===== src/rtl/fp8_mul_host_if.sv =====
// Host-side pin interface for the FP8 multiplier tile: strobed operand writes,
// start/valid handshake with the core, and a held product plus status bits.
module fp8_mul_host_if #(
   parameter int SYNC_STAGES = 2,
   parameter int TIMEOUT     = 64
) (
   input  logic       clk,
   input  logic       rst_n,
   input  logic       ena,
   input  logic [7:0] ui_in,
   input  logic [7:0] uio_in,
   output logic [7:0] uo_out,
   output logic [7:0] uio_out,
   output logic [7:0] uio_oe,
   output logic [7:0] core_a,
   output logic [7:0] core_b,
   output logic       core_start,
   input  logic [7:0] core_result,
   input  logic       core_valid
);

   localparam int TW = (TIMEOUT > 2) ? $clog2(TIMEOUT) : 1;

   typedef enum logic [1:0] {
      IDLE  = 2'd0,
      ISSUE = 2'd1,
      WAIT  = 2'd2
   } state_t;

   state_t                 state_q, state_d;
   logic [SYNC_STAGES-1:0] sync_q;
   logic                   prev_q;
   logic                   wr;
   logic                   a_vld_q, b_vld_q;
   logic                   busy_q, done_q, err_q, timeout_q;
   logic [TW-1:0]          timer_q;
   logic                   timer_last;
   logic                   unused_pins;

   assign unused_pins = &{1'b0, uio_in[7:2]};

   // The synchronizer keeps shifting while ena is low; only the write is masked.
   always_ff @(posedge clk) begin
      if (!rst_n) begin
         sync_q <= '0;
         prev_q <= 1'b0;
      end else begin
         sync_q <= {sync_q[SYNC_STAGES-2:0], uio_in[0]};
         prev_q <= sync_q[SYNC_STAGES-1];
      end
   end

   assign wr         = sync_q[SYNC_STAGES-1] & ~prev_q & ena;
   assign timer_last = (timer_q == TW'(TIMEOUT - 1));

   // NOTE: every output of this block gets a default first so no latch is inferred.
   always_comb begin
      state_d = state_q;
      if (ena) begin
         case (state_q)
            IDLE:    if (a_vld_q && b_vld_q) state_d = ISSUE;
            ISSUE:   state_d = WAIT;
            WAIT:    if (core_valid || timer_last) state_d = IDLE;
            default: state_d = IDLE;
         endcase
      end
   end

   // NOTE: state flops use non-blocking assignments so all registers update together.
   always_ff @(posedge clk) begin
      if (!rst_n) state_q <= IDLE;
      else        state_q <= state_d;
   end

   always_ff @(posedge clk) begin
      if (!rst_n) begin
         uo_out    <= '0;
         core_a    <= '0;
         core_b    <= '0;
         a_vld_q   <= 1'b0;
         b_vld_q   <= 1'b0;
         busy_q    <= 1'b0;
         done_q    <= 1'b0;
         err_q     <= 1'b0;
         timeout_q <= 1'b0;
         timer_q   <= '0;
      end else if (ena) begin
         case (state_q)
            IDLE: begin
               if (wr && !uio_in[1]) begin
                  core_a    <= ui_in;
                  a_vld_q   <= 1'b1;
                  done_q    <= 1'b0;
                  err_q     <= 1'b0;
                  timeout_q <= 1'b0;
               end else if (wr) begin
                  core_b  <= ui_in;
                  b_vld_q <= 1'b1;
                  done_q  <= 1'b0;
               end
            end
            ISSUE: begin
               busy_q  <= 1'b1;
               a_vld_q <= 1'b0;
               b_vld_q <= 1'b0;
               timer_q <= '0;
               if (wr) err_q <= 1'b1;
            end
            WAIT: begin
               timer_q <= timer_q + TW'(1);
               // A result arriving on the last timer cycle still counts as success.
               if (core_valid) begin
                  uo_out <= core_result;
                  done_q <= 1'b1;
                  busy_q <= 1'b0;
               end else if (timer_last) begin
                  busy_q    <= 1'b0;
                  err_q     <= 1'b1;
                  timeout_q <= 1'b1;
               end
               if (wr) err_q <= 1'b1;
            end
            default: ;
         endcase
      end
   end

   // Gating with ena holds a pending issue pulse until the tile is re-enabled.
   assign core_start = (state_q == ISSUE) && ena;
   assign uio_out    = {timeout_q, err_q, done_q, busy_q, 4'b0000};
   assign uio_oe     = 8'hF0;

endmodule

===== config.mk =====
export PLATFORM = sky130hd
export DESIGN_NAME = fp8_mul_host_if
export DESIGN_NICKNAME = d
export VERILOG_FILES = /design/src/rtl/fp8_mul_host_if.sv
export SDC_FILE = /design/constraint.sdc
export NUM_CORES = 1
export LEC_CHECK = 0
export CAP_MARGIN = 25
export CORE_ASPECT_RATIO = 1.75
export CORE_MARGIN = 4
export CORE_UTILIZATION = 39
export CTS_CLUSTER_DIAMETER = 200
export DETAILED_ROUTE_END_ITERATION = 8
export PLACE_DENSITY_LB_ADDON = 0.1
export SETUP_SLACK_MARGIN = 0.3
export SLEW_MARGIN = 25
export SYNTH_ARGS = -nofsm -noshare
export SYNTH_HDL_FRONTEND = slang
export SYNTH_SLANG_ARGS = --single-unit

===== constraint.sdc =====
create_clock -name clk -period 1.65 [get_ports clk]
set_input_delay 0.2475 -clock clk [delete_from_list [all_inputs] [get_ports clk]]
set_output_delay 0.2475 -clock clk [all_outputs]
set_load 0.1 [all_outputs]

==> impl_metrics.json <==
{
  "ys_ff_latch": 41,
  "clock.fmax_mhz": 640,
  "timing.rr.end": "err_q$_SDFFE_PN0P_",
  "ys_types": 33,
  "status": "complete, no violations",
  "final_common_cell": "dfxtp_1",
  "start_kind": "flop",
  "clockRootBuffer": "clkbuf_8",
  "io_pins": 69,
  "ys.warnings.count": 0,
  "numCtsBuffers": 5,
  "timing.final.crit_period_ns": 1.56,
  "drt-total-wl_mm": 4.60,
  "place_area_sq_um": 2730,
  "cts_tree": "yes",
  "slew_violations": 0,
  "antenna_found_initial": 0,
  "synth_cells": 202,
  "setup.worst_path.end": "err_q$_SDFFE_PN0P_",
  "power.total_mw": 1.95,
  "critPathRequiredTime_ns": 1.87,
  "dp_hpwl_mm": 3.28,
  "fin_cells": 325,
  "grt_start_max_net_pins": 17,
  "worstRegToRegCells": 5,
  "insertion_delay_ns": 0.28,
  "r2r_slack_ns": 0.09,
  "die_y_microns": 98.1,
  "hold_viol": 0,
  "n_antenna_cell": 0,
  "start_util_pct": 40.7,
  "reg2reg_from": "state_q[1]$_SDFFE_PN0P_",
  "holdWs_ns": 0.444,
  "areaGrowthSynthToFinish_pct": 69.2,
  "ctsHoldBuffers": 0,
  "drc": 0,
  "utilization_pct": 68.9,
  "layout_common_cells": "dfxtp_1, buf_12, nand2_1",
  "peakVddDrop_v": 0.000607,
  "setup_viol": 0,
  "syn_area_per_cell_sq_um": 8.96,
  "ant_nets": 0,
  "grt_overflow": 0,
  "p_per_area_nw_per_um2": 638,
  "crit_start": "state_q[1]$_SDFFE_PN0P_",
  "worstPathArrival_ns": 1.78,
  "clock-sinks": 41,
  "end_kind": "flop",
  "dpl.cell_count": 307,
  "via_per_inst": 4.74,
  "finClkSkew_ns": 0.00414,
  "path_clk_slew_ns": 0.08,
  "core_sq_um": 4440,
  "die_w_microns": 59.5,
  "fin_nets": 306,
  "crit_type": "reg2reg",
  "leakage_nw": 1.21,
  "port_buffers": 50,
  "rows": 32,
  "vias": 1541,
  "ys_seq_area_share_pct": 45.3,
  "drt-initial-drc-count": 25,
  "clk_path_buf_depth": 2,
  "fin_area_sq_um": 3060,
  "synth_area_sq_um": 1810,
  "fin_crit_sh_pct": 94.7,
  "firstDrtPassIters": 4,
  "max_cap_violations": 0,
  "dieArea_sq_um": 5840,
  "hold_depth": 1,
  "grt_use_total_pct": 15.4,
  "grt_pass1_wl_mm": 7.03,
  "hp-class": "reg2reg",
  "cp_max_fo": 2,
  "rsz0062_at_grt": "yes",
  "cts_max_level": 2,
  "drive_above_1_share_pct": 36.5,
  "grt_pass1_vias": 1537,
  "wl_per_cell_microns": 14.2,
  "gp_congestion": 0.813
}
-- how the worst min path moves through the flow --
stage                          from                    to  slack (ns)
6_report       sync_q[0]$_SDFF_PN0_  sync_q[1]$_SDFF_PN0_        0.44
5_1_grt        sync_q[0]$_SDFF_PN0_  sync_q[1]$_SDFF_PN0_        0.47
4_1_cts        sync_q[0]$_SDFF_PN0_  sync_q[1]$_SDFF_PN0_        0.45
3_5_place_dp   sync_q[0]$_SDFF_PN0_  sync_q[1]$_SDFF_PN0_        0.43
3_3_place_gp   sync_q[0]$_SDFF_PN0_  sync_q[1]$_SDFF_PN0_        0.42
2_1_floorplan             uio_in[0]  sync_q[0]$_SDFF_PN0_        0.37
-- worst max-delay path, cell delays in order (launching register included) --
cell and delay, ns:
dfxtp_2 0.34, inv_2 0.06, ha_4 0.16, or4_4 0.52, a211oi_4 0.23, mux2i_1 0.20
-- per-stage QoR --
stage          worst slack, ns  TNS [ns]
2_1_floorplan            0.115         0
3_3_place_gp            -0.112    -0.508
3_5_place_dp            -0.144    -0.628
4_1_cts                 0.0773         0
5_1_grt                 0.0179         0
6_report                0.0881         0
-- logic make-up (layout without fill, tap and decap cells) --
family | after synthesis | after routing | share of synthesized area, %
AOI/OAI and AO/OA | 26 | 26 | 9.05
xor gates and xnor gates | 3 | 3 | 1.45
adders and majority gates | 5 | 5 | 3.46
buffers and inverters | 31 | 92 | 10.3
DFF | 41 | 41 | 45.3
muxes | 20 | 20 | 11.1
other | 2 | 12 | 0.415
and+or+nand+nor | 74 | 75 | 18.9
-- sequential cells by signal, summed over array words and instances, names as in the netlist --
name and flops:
core_a 8, core_b 8, uo_out 8, timer_q 6, state_q 2, sync_q 2, a_vld_q 1, b_vld_q 1
busy_q 1, done_q 1, err_q 1, prev_q 1, timeout_q 1
-- power by group --
part | internal, mW | switching, mW
registers | 0.997 | 0.00842
logic | 0.105 | 0.218
clock network | 0.293 | 0.334
-- area by class of cell --
cell class,count,area [sq um]
fill,340,1380
timing repair buffer,76,1040
multi-input combinational,141,1020
sequential,41,828
clock buffer,6,72.6
tap,51,63.8
inverter,8,35.0
clock inverter,2,10.0
-- layer usage --
layer	wire length, microns	share of wire [%]	GRT usage, %
met4	44	0.96	4.61
met1	1780	39	17.2
met3	235	5.1	5.03
met5	0	0	0
met2	2550	55	26.9
-- timing repair --
item	CTS	global route
buffers inserted	4	5
gates cloned	0	1
endpoints found under the hold margin	0	0
setup endpoints to repair	36	38
gates resized for setup	20	17
pin swaps	4	14
-- Yosys cell counts --
| library cell | instances | area (sq um) |
|---|---|---|
| inv_2 | 4 | 15.0 |
| a21boi_1 | 1 | 7.51 |
| nand3b_2 | 1 | 11.3 |
| xnor2_1 | 1 | 8.76 |
| clkbuf_1 | 2 | 7.51 |
| o221a_1 | 3 | 33.8 |
| or3_1 | 3 | 18.8 |
| and3_1 | 1 | 6.26 |
| nand2_1 | 26 | 97.6 |
| buf_4 | 18 | 135 |
| nor2_1 | 23 | 86.3 |
| dfxtp_1 | 41 | 821 |
| conb_1 | 2 | 7.51 |
| nand2b_1 | 2 | 12.5 |
| a211oi_2 | 1 | 12.5 |
| buf_2 | 2 | 10.0 |
| nor3b_1 | 1 | 7.51 |
| nand2_2 | 1 | 6.26 |
| nor3_1 | 3 | 15.0 |
| inv_1 | 4 | 15.0 |
| xor2_1 | 2 | 17.5 |
| o22ai_1 | 1 | 6.26 |
| ha_1 | 5 | 62.6 |
| a2bb2oi_1 | 1 | 8.76 |
| nand4_1 | 1 | 6.26 |
| nand3_1 | 5 | 25.0 |
| o21ai_1 | 4 | 20.0 |
| or4_4 | 1 | 11.3 |
| and2_1 | 5 | 31.3 |
| a21oi_1 | 15 | 75.1 |
| mux2i_1 | 20 | 200 |
| buf_1 | 1 | 3.75 |
| nand3b_1 | 1 | 7.51 |
No activity file was read; power rests on OpenSTA's default activity.
